**src/rtl/instr_fetch_ctrl_if.sv**
```systemverilog
// rtl/instr_fetch_ctrl_if.sv - memory, loader, branch and decode signals of the fetch controller
interface instr_fetch_ctrl_if #(
   parameter int WORD_LEN = 16,
   parameter int CELL_W   = 4,
   parameter int ADDR_W   = 8
);
   logic [ADDR_W-1:0]   mem_addr;
   logic [CELL_W-1:0]   mem_rdata;
   logic                mem_we;
   logic [CELL_W-1:0]   mem_wdata;
   logic                ld_req;
   logic [ADDR_W-1:0]   ld_addr;
   logic [CELL_W-1:0]   ld_wdata;
   logic                ld_grant;
   logic                br_taken;
   logic [ADDR_W-1:0]   br_addr;
   logic                id_ready;
   logic [WORD_LEN-1:0] instr;
   logic [ADDR_W-1:0]   instr_pc;
   logic                instr_valid;

   modport master (
      output mem_addr, mem_we, mem_wdata, ld_grant, instr, instr_pc, instr_valid,
      input  mem_rdata, ld_req, ld_addr, ld_wdata, br_taken, br_addr, id_ready
   );

   modport slave (
      input  mem_addr, mem_we, mem_wdata, ld_grant, instr, instr_pc, instr_valid,
      output mem_rdata, ld_req, ld_addr, ld_wdata, br_taken, br_addr, id_ready
   );
endinterface

```
**src/rtl/instr_fetch_ctrl.sv**
```systemverilog
// rtl/instr_fetch_ctrl.sv - assembles instructions from narrow memory cells, with branch and loader takeover
module instr_fetch_ctrl #(
   parameter int WORD_LEN = 16,
   parameter int CELL_W   = 4,
   parameter int ADDR_W   = 8
) (
   input logic clk,
   input logic rst,
   instr_fetch_ctrl_if.master bus
);
   typedef enum logic [1:0] {FETCH, HOLD, LOAD} state_t;

   state_t              state_q, state_d;
   logic [ADDR_W-1:0]   pc_q, pc_d;
   logic [1:0]          cnt_q, cnt_d;
   logic [WORD_LEN-1:0] instr_q, instr_d;

   always_ff @(posedge clk or negedge rst) begin
      if (!rst) begin
         state_q <= FETCH;
         pc_q    <= '0;
         cnt_q   <= '0;
         instr_q <= '0;
      end else begin
         state_q <= state_d;
         pc_q    <= pc_d;
         cnt_q   <= cnt_d;
         instr_q <= instr_d;
      end
   end

   // Loader beats branch beats normal fetch/handoff in every state.
   always_comb begin
      state_d       = state_q;
      pc_d          = pc_q;
      cnt_d         = cnt_q;
      instr_d       = instr_q;
      bus.mem_addr  = pc_q;
      bus.mem_we    = 1'b0;
      bus.mem_wdata = '0;
      bus.ld_grant  = 1'b0;
      case (state_q)
         FETCH: begin
            bus.mem_addr = pc_q + ADDR_W'(cnt_q);
            if (bus.ld_req) begin
               state_d = LOAD;
               cnt_d   = '0;
            end else if (bus.br_taken) begin
               pc_d  = bus.br_addr;
               cnt_d = '0;
            end else begin
               // First cell lands in the most significant slot.
               instr_d[WORD_LEN-1-CELL_W*int'(cnt_q) -: CELL_W] = bus.mem_rdata;
               if (cnt_q == 2'd3) begin
                  state_d = HOLD;
                  cnt_d   = '0;
               end else begin
                  cnt_d = cnt_q + 2'd1;
               end
            end
         end
         HOLD: begin
            if (bus.ld_req) begin
               state_d = LOAD;
               cnt_d   = '0;
            end else if (bus.br_taken) begin
               state_d = FETCH;
               pc_d    = bus.br_addr;
               cnt_d   = '0;
            end else if (bus.id_ready) begin
               state_d = FETCH;
               pc_d    = pc_q + ADDR_W'(4);
               cnt_d   = '0;
            end
         end
         LOAD: begin
            bus.ld_grant  = 1'b1;
            bus.mem_addr  = bus.ld_addr;
            bus.mem_wdata = bus.ld_wdata;
            bus.mem_we    = bus.ld_req;
            if (bus.br_taken) pc_d = bus.br_addr;
            if (!bus.ld_req) begin
               state_d = FETCH;
               cnt_d   = '0;
            end
         end
         default: state_d = FETCH;
      endcase
   end

   assign bus.instr       = instr_q;
   assign bus.instr_pc    = pc_q;
   assign bus.instr_valid = (state_q == HOLD);
endmodule

```
**src/flat_wrapper.sv**
```systemverilog
// flat-port wrapper written by rule: the top's interface ports become plain ports
module instr_fetch_ctrl_flat 
#(
   parameter int WORD_LEN = 16,
   parameter int CELL_W   = 4,
   parameter int ADDR_W   = 8
)
  (clk, rst, bus_mem_addr, bus_mem_we, bus_mem_wdata, bus_ld_grant, bus_instr, bus_instr_pc, bus_instr_valid, bus_mem_rdata, bus_ld_req, bus_ld_addr, bus_ld_wdata, bus_br_taken, bus_br_addr, bus_id_ready);
  instr_fetch_ctrl_if #(.WORD_LEN(WORD_LEN), .CELL_W(CELL_W), .ADDR_W(ADDR_W)) bus_i ();
  input logic clk;
  input logic rst;
  output wire logic [$bits(bus_i.mem_addr)-1:0] bus_mem_addr;
  output wire logic [$bits(bus_i.mem_we)-1:0] bus_mem_we;
  output wire logic [$bits(bus_i.mem_wdata)-1:0] bus_mem_wdata;
  output wire logic [$bits(bus_i.ld_grant)-1:0] bus_ld_grant;
  output wire logic [$bits(bus_i.instr)-1:0] bus_instr;
  output wire logic [$bits(bus_i.instr_pc)-1:0] bus_instr_pc;
  output wire logic [$bits(bus_i.instr_valid)-1:0] bus_instr_valid;
  input wire logic [$bits(bus_i.mem_rdata)-1:0] bus_mem_rdata;
  input wire logic [$bits(bus_i.ld_req)-1:0] bus_ld_req;
  input wire logic [$bits(bus_i.ld_addr)-1:0] bus_ld_addr;
  input wire logic [$bits(bus_i.ld_wdata)-1:0] bus_ld_wdata;
  input wire logic [$bits(bus_i.br_taken)-1:0] bus_br_taken;
  input wire logic [$bits(bus_i.br_addr)-1:0] bus_br_addr;
  input wire logic [$bits(bus_i.id_ready)-1:0] bus_id_ready;
  assign bus_mem_addr = bus_i.mem_addr;
  assign bus_mem_we = bus_i.mem_we;
  assign bus_mem_wdata = bus_i.mem_wdata;
  assign bus_ld_grant = bus_i.ld_grant;
  assign bus_instr = bus_i.instr;
  assign bus_instr_pc = bus_i.instr_pc;
  assign bus_instr_valid = bus_i.instr_valid;
  assign bus_i.mem_rdata = bus_mem_rdata;
  assign bus_i.ld_req = bus_ld_req;
  assign bus_i.ld_addr = bus_ld_addr;
  assign bus_i.ld_wdata = bus_ld_wdata;
  assign bus_i.br_taken = bus_br_taken;
  assign bus_i.br_addr = bus_br_addr;
  assign bus_i.id_ready = bus_id_ready;
  instr_fetch_ctrl #(.WORD_LEN(WORD_LEN), .CELL_W(CELL_W), .ADDR_W(ADDR_W)) u_core (.clk(clk), .rst(rst), .bus(bus_i));
endmodule
```
**config.mk**
```make
export PLATFORM = sky130hd
export DESIGN_NAME = instr_fetch_ctrl_flat
export DESIGN_NICKNAME = d
export VERILOG_FILES = /design/src/rtl/instr_fetch_ctrl_if.sv /design/src/rtl/instr_fetch_ctrl.sv /design/src/flat_wrapper.sv
export SDC_FILE = /design/constraint.sdc
export NUM_CORES = 1
export LEC_CHECK = 0
export ABC_CLOCK_PERIOD_IN_PS = 2100
export CAP_MARGIN = 20
export CORE_ASPECT_RATIO = 0.8
export CORE_MARGIN = 2
export CORE_UTILIZATION = 44
export CTS_CLUSTER_DIAMETER = 80
export DETAILED_ROUTE_END_ITERATION = 10
export PLACE_DENSITY = 0.8
export REMOVE_ABC_BUFFERS = 1
export SETUP_SLACK_MARGIN = 0.3
export SLEW_MARGIN = 30
export SYNTH_ARGS = -nofsm -noshare
export SYNTH_HDL_FRONTEND = slang
export SYNTH_SLANG_ARGS = --single-unit
```
**constraint.sdc**
```tcl
create_clock -name clk -period 2.1 [get_ports clk]
set_input_delay 0.525 -clock clk [delete_from_list [all_inputs] [get_ports clk]]
set_output_delay 0.525 -clock clk [all_outputs]
set_load 0.01 [all_outputs]
```
==> results of run 1 <==
[cell usage after synthesis, types with 2 or more instances]
cell type | n | share of area, %
o22ai_1 | 3 | 1.1
nor2_1 | 7 | 1.5
a21oi_1 | 11 | 3.1
a221o_1 | 2 | 1.1
nand2_1 | 48 | 10
mux2i_1 | 2 | 1.1
nor3_1 | 3 | 0.85
a31oi_1 | 3 | 1.1
a2bb2oi_1 | 2 | 0.99
nor4_1 | 2 | 0.71
o21ai_0 | 25 | 7.1
and2_1 | 4 | 1.4
dfrtp_1 | 28 | 40
a22oi_1 | 4 | 1.7
clkbuf_1 | 4 | 0.85
ha_1 | 12 | 8.5
or2_2 | 2 | 0.71
mux2_1 | 2 | 1.3
nand3_1 | 7 | 2.0
nand2b_1 | 2 | 0.71
inv_1 | 10 | 2.1
[layer usage]
layer	wire (µm)	global-route usage [%]	share of wire [%]
met1	2770	38.4	42
met2	3160	41.5	48
met3	575	4.32	8.7
met4	119	8.42	1.8
met5	0	0	0
[per-stage QoR]
| step | setup WS, ns | hold WS [ns] | TNS (ns) | area (µm²) | utilization, % |
|---|---|---|---|---|---|
| 6_report | -0.250 | 0.490 | -1.72 | 3210 | 83.7 |
| 5_1_grt | -0.293 | 0.528 | -2.23 | 3210 | 83.7 |
| 4_1_cts | -0.223 | 0.496 | -1.25 | 2920 | 76.2 |
| 3_5_place_dp | -0.393 | 0.473 | -2.70 | 2750 | 71.9 |
| 3_3_place_gp | -0.344 | 0.465 | -2.28 | 2750 | 71.9 |
| 2_1_floorplan | 0.0230 | 0.229 | 0 | 1740 | - |
[cells by family after synthesis]
group | synth area share [%]
compound gates | 21.7
buf+inv | 3.27
flops | 39.8
xor+xnor | 0.994
fa+ha+maj | 9.66
simple gates | 22.2
mux | 2.41
[cell type report]
type	instances	area (µm²)
multi-input cells	160	1240
repair buffers	120	1100
flip-flops and latches	28	702
fillers	202	623
well taps	55	68.8
clock buffers	4	55.1
inverters	10	37.5
[registers in the layout (all words and copies together) (netlist names)]
signal               flops
u_core.state_q           2
u_core.cnt_q             2
u_core.bus.instr        16
u_core.bus.instr_pc      8
[worst paths after layout]
check / from / to / slack, ns / cells past startpoint
min in group asynchronous: rst / u_core.bus.instr_pc[1] / 0.61 / 2
setup reg to reg: u_core.state_q[1] / u_core.cnt_q[1] / 0.20 / 9
setup / recovery: u_core.bus.instr_pc[0] / bus_mem_addr[2] / -0.25 / 6
max in group asynchronous: rst / u_core.bus.instr_pc[5] / 1.20 / 2
hold / removal: u_core.bus.instr[3] / u_core.bus.instr[3] / 0.49 / 2
hold reg to reg: u_core.bus.instr[3] / u_core.bus.instr[3] / 0.49 / 2
[repair_timing]
action / 4_1_cts / 5_1_grt
buffers inserted: 9 / 8
hold buffers: 0 / 0
pin swaps: 21 / 15
gates resized for setup: 103 / 52
endpoints found under the setup margin: 31 / 42
[worst max-delay path: stages, from the launching register on]
cell	delay, ns
dfrtp_1	0.42
ha_2	0.19
fa_2	0.38
nor2_1	0.17
o21ai_1	0.12
o211ai_1	0.10
buf_2	0.17
[report_power, final]
group	switching, mW	internal, mW
sequential	0.0887	0.661
combinational	1.08	1.19
clock	0.180	0.168
total	1.34	2.01
==> reports/metrics.cfg, run 1 <==
[worst_setup_path]
crit_arrival_ns = 1.83
criticalPathCategory = reg -> out
crit_fanout = 5
crit_path_end_kind = output pin
start_kind = flip-flop
required_ns = 1.57

[yosys]
ys_warn_count = 0
yosys_register_bits = 28
synth_edf_count = 0
synthArstFlopShare_pct = 100
seq_area_frac_synth_pct = 39.8
syn_area_um2 = 1760
postSynthCellCount = 203
ys_types = 41
syn_area_per_cell_um2 = 8.68
synth_ff_type = dfrtp_1

[drt]
wl_per_cell_um = 17.6
wl_mm = 6.62
num_vias = 2086
first_pass_iters = 5
drc = 0
drtIter0Drc = 157
antenna_left = 0
via_per_inst = 5.53

[sta]
clock_skew_ns = 0.00631
tightest_slew_ns = 0.372
hold_viol = 0
period_share_pct = 112
fmax_mhz = 425
finalSetupViolations = 13
slew_viol_final = 0
relSlewSlack_pct = 75.2
setup_slack_ns = -0.250
period_needed_ns = 2.35
rsz0062_at_grt = true

[die]
rows = 20
coreArea_um2 = 3830
die_h_um = 60.6
die_area_um2 = 4530
initial_utilization_pct = 46.0
pin_count = 68
dieWidth_um = 74.7

[global_routing]
grt_util_all_layers_pct = 26.6
overflow = 0
antenna_found_initial = 0
grt_start_max_net_pins = 29
grt_pass1_wl_mm = 9.00
grt_pass1_vias = 1804

[clock_network]
cts_sinks = 28
cts_tree = yes
clk_pin_slew_ns = 0.10
cts.path.max_buffers = 2
clk_latency_ns = 0.28
cts_root_buffer = clkbuf_8
cts-buffers-inserted = 3
h-tree-depth = 1

[outcome]
violations = negative setup slack
status = finished, violations left

[cells_and_area]
layout_common_cells = 44 x nand2_1, 43 x clkdlybuf4s50_1, 37 x buf_4, 27 x dfrtp_1, 19 x buf_6
final_common_cell = nand2_1
fin_nets = 365
syn2layout_area_growth_pct = 82.0
stdcell_count = 377
drive_above_1_share_pct = 37.6
diodes = 0

[place]
gp_congestion = 0.855
io_buffers = 67
dp_hpwl_mm = 3.97
dpl.cell_count = 356

[power]
leakage_nw = 1.41
ir_worst_vdd_mv = 0.563
power_density_nw_per_um2 = 1050
power_mw = 3.36

[worst_hold_path]
hp-class = reg -> reg

[flow_run]
max_cap_violations = 0

No activity file was read; power rests on OpenSTA's default activity.
==> run 2, diff against run 1 <==
- TNS_END_PERCENT: not set -> 50
==> run 2 against run 1 <==
Net effect:
- the flow still finishes with violations (negative setup slack)
- fmax grew 0.34%
- global-route usage fell by 0.28 points
- clock skew rose by 0.00076 ns
- core utilization decreased by 4.9 points
- sequential cell count did not move
- wire length shrank 8.4%
- die area stayed put
- design area fell by 5.8%
- cell count shrank 1.9%
- sequential power rose by 1%
- clock power hardly changed
- critical endpoint is now bus_mem_addr[5]
- highest routed layer unchanged
==> reports/metrics.cfg, run 2 (synthesized netlist as in run 1, its figures left out) <==
[outcome]
status = finished, violations left  ; unchanged
violations = negative setup slack  ; unchanged

[global_routing]
overflow = 0  ; unchanged
grt_pass1_vias = 1796  ; was 1804
antenna_found_initial = 0  ; unchanged
grt_pass1_wl_mm = 8.89  ; was 9.00 mm
grt_util_all_layers_pct = 26.4  ; was 26.6%
grt_start_max_net_pins = 29  ; unchanged

[drt]
via_per_inst = 5.44  ; was 5.53
drc = 0  ; unchanged
met3WireLength_um = 356  ; was 575 µm
first_pass_iters = 5  ; unchanged
num_vias = 2014  ; was 2086
antenna_left = 0  ; unchanged
wl_met1_mm = 2.76  ; was 2.77 mm
wl_met2_mm = 2.80  ; was 3.16 mm
routed.top_layer = met4  ; unchanged
wl_mm = 6.06  ; was 6.62 mm
wl_per_cell_um = 16.4  ; was 17.6 µm
drtIter0Drc = 122  ; was 157

[clock_network]
cts_root_buffer = clkbuf_8  ; unchanged
clk_latency_ns = 0.28  ; about the same
clk_pin_slew_ns = 0.10  ; about the same
h-tree-depth = 1  ; unchanged
cts-buffers-inserted = 3  ; unchanged
cts.path.max_buffers = 2  ; unchanged
cts_tree = yes  ; unchanged
cts_sinks = 28  ; unchanged

[sta]
tns_ns = -1.47  ; was -1.72 ns
relSlewSlack_pct = 75.3  ; was 75.2%
hold_viol = 0  ; unchanged
period_needed_ns = 2.34  ; was 2.35 ns
rsz0062_at_grt = true  ; unchanged
tightest_slew_ns = 0.371  ; was 0.372 ns
clock_skew_ns = 0.00707  ; was 0.00631 ns
slew_viol_final = 0  ; unchanged
period_share_pct = 112  ; about the same
fmax_mhz = 427  ; was 425 MHz
finalSetupViolations = 9  ; was 13
setup_slack_ns = -0.242  ; was -0.250 ns

[cells_and_area]
final_common_cell = nand2_1  ; unchanged
layout_common_cells = 46 x nand2_1, 43 x clkdlybuf4s50_1, 36 x buf_4, 27 x dfrtp_1, 18 x o21ai_0  ; was 44 x nand2_1, 43 x clkdlybuf4s50_1, 37 x buf_4, 27 x dfrtp_1, 19 x buf_6
fin_nets = 358  ; was 365
syn2layout_area_growth_pct = 71.4  ; was 82.0%
largest_reg_flops = 16  ; unchanged
drive_above_1_share_pct = 32.4  ; was 37.6%
diodes = 0  ; unchanged
stdcell_count = 370  ; was 377

[worst_setup_path]
crit_path_start = u_core.cnt_q[1]  ; was u_core.bus.instr_pc[0]
crit_path_max_incr_delay_ns = 0.40  ; was 0.42 ns
r2r-start = u_core.state_q[1]  ; unchanged
path_delay_family = compound AO/OA/AOI/OAI gates  ; was adder cells
worst-path-stages = 7  ; was 6
path_buf_inv = 2  ; was 1
cp_common_cell = o21ai_1
crit_arrival_ns = 1.82  ; was 1.83 ns
cp_cell_sequence = ha_1, a21oi_2, buf_6, o21ai_1, o21ai_1, a221o_1, buf_2  ; was ha_2, fa_2, nor2_1, o21ai_1, o211ai_1, buf_2
criticalPathCategory = reg -> out  ; unchanged
start_kind = flip-flop  ; unchanged
reg2regPathDepth = 9  ; unchanged
crit_path_end_kind = output pin  ; unchanged
required_ns = 1.57  ; about the same
cp_slowest_cell = dfrtp_1  ; unchanged
cp-endpoint = bus_mem_addr[5]  ; was bus_mem_addr[2]
crit_fanout = 5  ; unchanged
ff2ff_setup_slack_ns = 0.22  ; was 0.20 ns
r2r-end = u_core.cnt_q[1]  ; unchanged

[die]
coreArea_um2 = 3830  ; unchanged
initial_utilization_pct = 46.0  ; unchanged
die_h_um = 60.6  ; unchanged
rows = 20  ; unchanged
pin_count = 68  ; unchanged
dieWidth_um = 74.7  ; unchanged
die_area_um2 = 4530  ; unchanged

[power]
power.switching_mw = 1.23  ; was 1.34 mW
seq_power_share_pct = 24.4  ; was 22.3%
power_density_nw_per_um2 = 1030  ; was 1050 nW/µm²
leakage_nw = 1.33  ; was 1.41 nW
p_sw_share_pct = 39.6  ; was 40.0%
clkPwrFrac_pct = 11.1  ; was 10.4%
p_int_mw = 1.88  ; was 2.01 mW
combinationalPowerShare_pct = 64.5  ; was 67.3%
ir_worst_vdd_mv = 0.514  ; was 0.563 mV

[worst_hold_path]
hold_depth = 2  ; unchanged
hp-class = reg -> reg  ; unchanged

[flow_run]
max_cap_violations = 0  ; unchanged

[place]
dpl.cell_count = 356  ; unchanged
gp_congestion = 0.855  ; unchanged
dp_hpwl_mm = 3.97  ; unchanged
io_buffers = 67  ; unchanged

run 2: cell count changes in the layout (fill, tap and decap cells not counted), sizes merged:
cell | previous run | this run
dlymetal6s2s | 2 | 1
dlygate4sd2 | 7 | 8
buf | 68 | 60
clkdlybuf4s15 | 0 | 1
run 2: worst reg2reg max path, stage by stage (launching register included):
cell,delay [ns]
dfrtp_1,0.42
buf_6,0.14
ha_4,0.15
buf_6,0.13
buf_8,0.13
buf_4,0.13
nand2_2,0.05
o31a_1,0.21
and2b_1,0.22
mux2i_1,0.22
run 2: cell type report:
type                    instances  area, µm²
clock buffers                   4       55.1
fillers                       244        810
inverters                      10       37.5
multi-input cells             160       1140
flip-flops and latches         28        702
well taps                      55       68.8
repair buffers                113       1010
run 2: per-stage QoR:
step | power, mW | util (%) | cell area, µm² | worst slack (ns) | hold WS, ns
finish | 3.11 | 78.9 | 3020 | -0.242 | 0.487
CTS | 2.90 | 75.6 | 2900 | -0.223 | 0.496
floorplan | 1.51 | - | 1740 | 0.0230 | 0.229
detailed placement | 2.50 | 71.9 | 2750 | -0.393 | 0.473
global route | 3.27 | 78.9 | 3020 | -0.271 | 0.527
global placement | 2.46 | 71.9 | 2750 | -0.344 | 0.465
run 2: power groups by stage:
stage | clock network, mW | logic, mW | registers, mW
2_1_floorplan | 0 | 0.672 | 0.843
3_5_place_dp | 0 | 1.74 | 0.765
6_report | 0.346 | 2.01 | 0.758
5_1_grt | 0.364 | 2.14 | 0.770
4_1_cts | 0.347 | 1.80 | 0.751
3_3_place_gp | 0 | 1.70 | 0.757
run 2: how the worst min path moves through the flow:
stage | from | end | slack, ns
finish | u_core.bus.instr[8] | u_core.bus.instr[8] | 0.49
global route | u_core.bus.instr[8] | u_core.bus.instr[8] | 0.53
CTS | u_core.bus.instr[3] | u_core.bus.instr[3] | 0.50
detailed placement | u_core.bus.instr[3] | u_core.bus.instr[3] | 0.47
global placement | u_core.bus.instr[1] | u_core.bus.instr[1] | 0.47
floorplan | rst | u_core.bus.instr[0] | 0.23
run 2: what timing repair did:
action / CTS / global route
gates resized for setup: 101 / 24
gates cloned: 0 / 0
hold endpoints to repair: 0 / 0
setup buffers: 7 / 3
pin swaps: 18 / 11
setup endpoints to repair: 31 / 41
hold buffers: 0 / 0
run 2: per-layer routing:
layer,global-route usage (%),up-vias
li1,-,938
met1,38.3,974
met2,41.7,89
met3,3.65,13
met4,7.14,0
met5,0,-
